File: src/rtl/xor_cipher_pkg.sv
// Shared constants and types for the XOR cipher datapath.
// Used by the assembler, the encryptor and the serializer.
package xor_cipher_pkg;

    localparam int MSG_SIZE_D = 512;
    localparam int OUT_W_D    = 8;
    localparam int NCHUNK_D   = MSG_SIZE_D / OUT_W_D;

    // Counter width for n chunks; at least one bit.
    function automatic int cntWidth(input int n);
        return (n > 1) ? $clog2(n) : 1;
    endfunction

    localparam int CNT_W_D = cntWidth(NCHUNK_D);

    typedef enum logic [1:0] {
        IDLE,
        SEND,
        DONE
    } serState_t;

endpackage

File: src/rtl/cipher_shift_reg.sv
// Parallel-load register that shifts right by OUT_W bits.
// Ports: iClk, iRst (async low), iLoad, iShift, iData, oChunk (low OUT_W bits).
module cipher_shift_reg #(
    parameter int MSG_SIZE = 512,
    parameter int OUT_W    = 8
) (
    input  logic                iClk,
    input  logic                iRst,
    input  logic                iLoad,
    input  logic                iShift,
    input  logic [MSG_SIZE-1:0] iData,
    output logic [OUT_W-1:0]    oChunk
);

    logic [MSG_SIZE-1:0] q;

    always_ff @(posedge iClk or negedge iRst) begin
        if (!iRst) begin
            q <= '0;
        end else if (iLoad) begin
            q <= iData;
        end else if (iShift) begin
            q <= q >> OUT_W;
        end
    end

    assign oChunk = q[OUT_W-1:0];

endmodule

File: src/rtl/cipher_serializer.sv
// Captures ciphertext on the encryptor's done edge and streams it out
// OUT_W bits per valid/ready handshake, least significant chunk first.
// Ports: iClk, iRst (async low), iEncrypt_done, iCiphertext, iReady,
//        oData, oValid, oLast, oBusy, oSent_done (sticky until reset).
module cipher_serializer
    import xor_cipher_pkg::*;
#(
    parameter int MSG_SIZE = MSG_SIZE_D,
    parameter int OUT_W    = OUT_W_D
) (
    input  logic                iClk,
    input  logic                iRst,
    input  logic                iEncrypt_done,
    input  logic [MSG_SIZE-1:0] iCiphertext,
    input  logic                iReady,
    output logic [OUT_W-1:0]    oData,
    output logic                oValid,
    output logic                oLast,
    output logic                oBusy,
    output logic                oSent_done
);

    localparam int NCHUNK = MSG_SIZE / OUT_W;
    localparam int CNT_W  = cntWidth(NCHUNK);
    localparam logic [CNT_W-1:0] LAST_IDX = CNT_W'(NCHUNK - 1);

    serState_t        state;
    serState_t        nextState;
    logic             doneD;
    logic [CNT_W-1:0] cnt;
    logic             start;
    logic             load;
    logic             hs;
    logic             atLast;
    logic [OUT_W-1:0] chunk;

    // A done level already high at reset release counts as an edge.
    assign start  = iEncrypt_done & ~doneD;
    assign hs     = (state == SEND) & iReady;
    assign atLast = (cnt == LAST_IDX);

    always_ff @(posedge iClk or negedge iRst) begin
        if (!iRst) begin
            state <= IDLE;
            doneD <= 1'b0;
        end else begin
            state <= nextState;
            doneD <= iEncrypt_done;
        end
    end

    always_comb begin
        nextState = state;
        load      = 1'b0;
        unique case (state)
            IDLE: begin
                if (start) begin
                    nextState = SEND;
                    load      = 1'b1;
                end
            end
            SEND: begin
                if (hs && atLast) begin
                    nextState = DONE;
                end
            end
            DONE: begin
                nextState = DONE;
            end
            default: begin
                nextState = IDLE;
            end
        endcase
    end

    // Final handshake leaves the counter parked; DONE follows, so no wrap.
    always_ff @(posedge iClk or negedge iRst) begin
        if (!iRst) begin
            cnt <= '0;
        end else if (load) begin
            cnt <= '0;
        end else if (hs && !atLast) begin
            cnt <= cnt + 1'b1;
        end
    end

    cipher_shift_reg #(
        .MSG_SIZE (MSG_SIZE),
        .OUT_W    (OUT_W)
    ) uShift (
        .iClk   (iClk),
        .iRst   (iRst),
        .iLoad  (load),
        .iShift (hs),
        .iData  (iCiphertext),
        .oChunk (chunk)
    );

    assign oValid     = (state == SEND);
    assign oBusy      = oValid;
    assign oLast      = oValid & atLast;
    assign oData      = oValid ? chunk : '0;
    assign oSent_done = (state == DONE);

endmodule

File: config.mk
export PLATFORM = sky130hd
export DESIGN_NAME = cipher_serializer
export DESIGN_NICKNAME = d
export VERILOG_FILES = /design/src/rtl/xor_cipher_pkg.sv /design/src/rtl/cipher_shift_reg.sv /design/src/rtl/cipher_serializer.sv
export SDC_FILE = /design/constraint.sdc
export NUM_CORES = 1
export LEC_CHECK = 0
export BUFFER_PORTS_ARGS = -buffer_cell sky130_fd_sc_hd__buf_2
export CORE_UTILIZATION = 55
export CTS_CLUSTER_SIZE = 20
export DETAILED_ROUTE_END_ITERATION = 7
export PLACE_DENSITY = 0.86
export REMOVE_ABC_BUFFERS = 1
export SLEW_MARGIN = 15
export SYNTH_ARGS = -nofsm -noshare
export SYNTH_HDL_FRONTEND = slang
export SYNTH_SLANG_ARGS = --single-unit
File: constraint.sdc
create_clock -name iClk -period 2.1 [get_ports iClk]
set_input_delay 0.525 -clock iClk [delete_from_list [all_inputs] [get_ports iClk]]
set_output_delay 0.525 -clock iClk [all_outputs]
set_load 0.005 [all_outputs]
-- Word level (Yosys, flattened, before mapping)
Index checks and enable logic that the tools add are counted.
- output and inout port bits: 12
- word-level logic and storage cells: 31
- bits in registers: 521
- input port bits: 516
- eq/ne operators: 5
- bitwise operators: 4
- add/sub/neg operators: 1
- muxes and demuxes: 10
- reductions and logical operators: 7
- operators by type and width (cell ; count):
    $mux W512 ; 2
    $mux W6 ; 2
    $mux W8 ; 1
    $add A6 B1 Y6 const B ; 1
    $eq A6 B6 Y1 const B ; 1
    $pmux W2 S3 ; 1
    $mux W2 ; 2
    $reduce_bool A2 Y1 ; 2
    $and A1 B1 Y1 ; 3
    $eq A2 B1 Y1 const B ; 1
    $eq A2 B2 Y1 const B ; 1
    $logic_and A1 B1 Y1 ; 2
    $logic_not A2 Y1 ; 1
    $mux W1 ; 2
    $ne A2 B1 Y1 const B ; 1
    $ne A2 B2 Y1 const B ; 1
    $reduce_and A2 Y1 ; 1
    $logic_not A1 Y1 ; 1
    $not A1 Y1 ; 1

-- Depth between registers and ports, before layout
- depth after elaboration: 5
- gate-level depth with buffers: 9
- depth with buffers taken out: 6

-- By module
A second synthesis with hierarchy kept.
- cells, all modules: 2291
- area total of the unflattened synthesis: 24662.4 um^2
- modules (own cells, without submodules) (module ; instances ; cells each ; seq. area each (um^2) ; area an instance (um^2)):
    cipher_shift_reg ; 1 ; 2227 ; 12812.3 ; 24060.6
    cipher_serializer ; 1 ; 64 ; 225.2 ; 601.8

-- Worst setup path after synthesis
Ideal clock, no wire load.
- kind: reg2out
- start: reg state[1]
- end: out oLast
- path slack: 406 ps
- stages on the path, launching flop included: 6
- required time: 1575 ps
- arrival time: 1169 ps
- path buffers: 1
- cell sequence: dfrtp_1 inv_1 ha_1 clkbuf_1 inv_1 nor3_1
- longest elaborated chain between the ends: 2
- ends and longest elaborated chain (what ; line ; RTL):
    from (decl) ; cipher_serializer.sv:27 ; serState_t state;
    from (signal assigned) ; cipher_serializer.sv:47 ; state <= nextState;
    $eq A2 B1 Y1 ; cipher_serializer.sv:99 ; assign oValid = (state == SEND);
    net oBusy ; cipher_serializer.sv:19 ; output logic oBusy,
    $and A1 B1 Y1 ; cipher_serializer.sv:101 ; assign oLast = oValid & atLast;
    to (decl) ; cipher_serializer.sv:18 ; output logic oLast,
The timed path passes the listed nets, and every way through them passes these cells.

-- Final worst setup path
- start: reg state[0]
- end: out oData[6]
- longest elaborated chain between the ends: 2
- ends and longest elaborated chain (what ; line ; RTL):
    $eq A2 B1 Y1 ; cipher_serializer.sv:99 ;
    $mux W8 ; cipher_serializer.sv:102 ; assign oData = oValid ? chunk : '0;
    to (decl) ; cipher_serializer.sv:16 ; output logic [OUT_W-1:0] oData,
No other way between the ends.

==> impl_metrics.toml <==
[outcome]
outcome = "complete, but fails checks"
violations = "setup timing"

[power_and_ir_drop]
p_int_mw = 27.25
power_density_nw_per_um2 = 1414
leakage_nw = 14.29
sw_frac_of_total_pct = 34.12
sequentialPowerShare_pct = 44.2
comb_power_share_pct = 31.1
irDropWorstVdd_v = 0.0009839
netSwitchingPower_mw = 14.11
power_mw = 41.36
power.share.clock_pct = 24.6

[global_routing]
first_global_vias = 21200
groute.usage.overall_pct = 30.52
antenna_found_initial = 9
overflow = 0
grt_pass1_wl_microns = 107000
grt_max_degree = 105

[timing]
fmax_mhz = 464.8
final-setup-viol-count = 8
tightest_slew_ps = 468.3
clock_skew_ps = 19.96
rsz0062_at_grt = "true"
holdWs_ps = 92.33
drv_slew = 0
maxSlewHeadroom_pct = 68.78
hold_viol_final = 0
finalCriticalPeriod_ps = 2151
post-route-period-util_pct = 102.5
worst_slack_ps = -51.50

[floorplan]
die_w_microns = 208.4
die_h_microns = 208.4
rows = 75
initial_utilization_pct = 55.86
io_pins = 528
core-area_sq_um = 41950
dieArea_sq_um = 43430

[cells_and_area]
layout_commonest_cell = "nand2_1"
area_growth_pct = 24.85
final_cell_area_sq_um = 29260
instances_no_fill = 3902
final_layout_size_suffix_gt1_share_pct = 22.30
fin_nets = 3833
final_cell_mix = "nand2_1, buf_2, dfrtp_1, nor2_1, a31oi_1"

[clock_network]
numCtsBuffers = 54
cts_max_level = 2
root_buffer = "clkbuf_16"
ctsLongestPathBuffers = 3
cts.clk_slew.worst_paths_ps = 60
cts_tree = "built"
cts.sinks = 521
clkLatencyLatePin_ps = 590

[critical_path]
cp.required_ps = 1570
r2r_start = "state[0]$_DFFE_PN0P_"
worstPathArrival_ps = 1630
start_kind = "register"
rrSetupSlack_ps = 50
crit_fanout = 11
crit_type = "register to output pin"
startpoint = "state[0]$_DFFE_PN0P_"
end_kind = "output pin"

[placed_design]
port-buffer-count = 527
place_area_sq_um = 26930
place_congestion = 0.8743
place.detailed.hpwl_microns = 44530
placed_cells_incl_taps = 3776
pre_cts_slack_ps = 243.0

[route]
ant_nets = 0
first_iter_violations = 2781
vias = 22660
drc = 0
via_per_inst = 5.806
wl_per_cell_microns = 17.49
wirelength_microns = 68230
dr.pass1.iters = 8

[flow_run]
maxCapViolations = 0

[synth]
yosysWarnings = 0
synth_cells = 2842
syn_area_per_cell_sq_um = 8.245
synth.distinct_cells = 25
syn-cell-area_sq_um = 23430
yosys_register_bits = 521
yosysSeqAreaShare_pct = 55.64

[min_path]
worstHoldStart = "iEncrypt_done"
hold_class = "primary input to register"
==> metrics by stage <==
step / utilization [%] / TNS, ps
6_report: 69.75 / -338.0
5_1_grt: 69.75 / -1402
4_1_cts: 69.05 / -321.9
3_5_place_dp: 64.21 / 0
3_3_place_gp: 64.21 / 0
2_1_floorplan: - / -9639680
==> power groups by stage <==
stage	Clock (mW)	Sequential, mW	Combinational (mW)
finish	10.2	18.3	12.9
floorplan	0	17.7	8.59
global route	10.7	18.8	14.5
CTS	10.3	18.1	12.6
detailed placement	0	18.1	12.2
global placement	0	18.1	11.6
==> final cells by class <==
cell class,instances,area [sq um]
Sequential cell,521,13040
Fill cell,3002,12690
Multi-Input combinational cell,2086,9324
Timing Repair Buffer,643,4273
Clock buffer,82,1658
Tap cell,539,674.4
Clock inverter,17,244.0
Inverter,6,25.02
Antenna cell,8,20.02
==> registers in the layout (all words and copies together), names as in the netlist <==
register  flops
uShift.q    512
doneD         1
state         2
cnt           6
==> repair_timing <==
action                                  in CTS  in global routing
pin swaps                                    3                  2
gates resized for setup                     15                 21
hold buffers                                 1                  0
cloned                                       0                  5
hold endpoints to repair                    28                  0
setup buffers                                7                  6
endpoints found under the setup margin      11                123
==> synth_stat cells (all sizes together) <==
master,n,area share [%]
inv,6,0.096
xor2,2,0.075
mux2,2,0.096
nor3,3,0.064
nand4,1,0.027
o21ai,4,0.085
o2111ai,1,0.037
nand3b,1,0.032
ha,5,0.27
a211oi,1,0.032
and2,10,0.27
nor2,507,8.1
o21a,1,0.032
clkbuf,86,1.4
a21oi,1,0.021
nand2,1029,16
nand3,11,0.23
buf,143,3.5
a31oi,505,13
nor3b,2,0.064
dfrtp,521,56
==> cells by family after synthesis <==
family	Yosys count	synth area share, %
simple gates	1564	25.30
flops	521	55.64
compound gates	513	13.69
buf+inv	235	4.928
fa+ha+maj	5	0.2670
xor+xnor	2	0.07477
mux	2	0.09611
==> worst paths after layout <==
kind	cells after the start	end
max in group asynchronous	3	uShift.q[453]$_DFFE_PN0P_
min in group asynchronous	2	uShift.q[93]$_DFFE_PN0P_
setup / recovery	4	oData[6]
hold / removal	1	doneD$_DFF_PN0_
hold reg to reg	2	uShift.q[504]$_DFFE_PN0P_
setup reg to reg	9	uShift.q[11]$_DFFE_PN0P_
==> routing by layer <==
metal | GRT usage (%) | wire (microns)
met1 | 41.23 | 26870
met5 | 0 | 13
met2 | 48.33 | 32520
met3 | 5.479 | 5964
met4 | 13.77 | 2853
==> critical path, stage by stage (launching register included) <==
cell	delay [ps]
dfrtp_1	440
ha_4	210
buf_8	140
and2_1	140
buf_2	120
No activity file was read; power rests on OpenSTA's default activity.
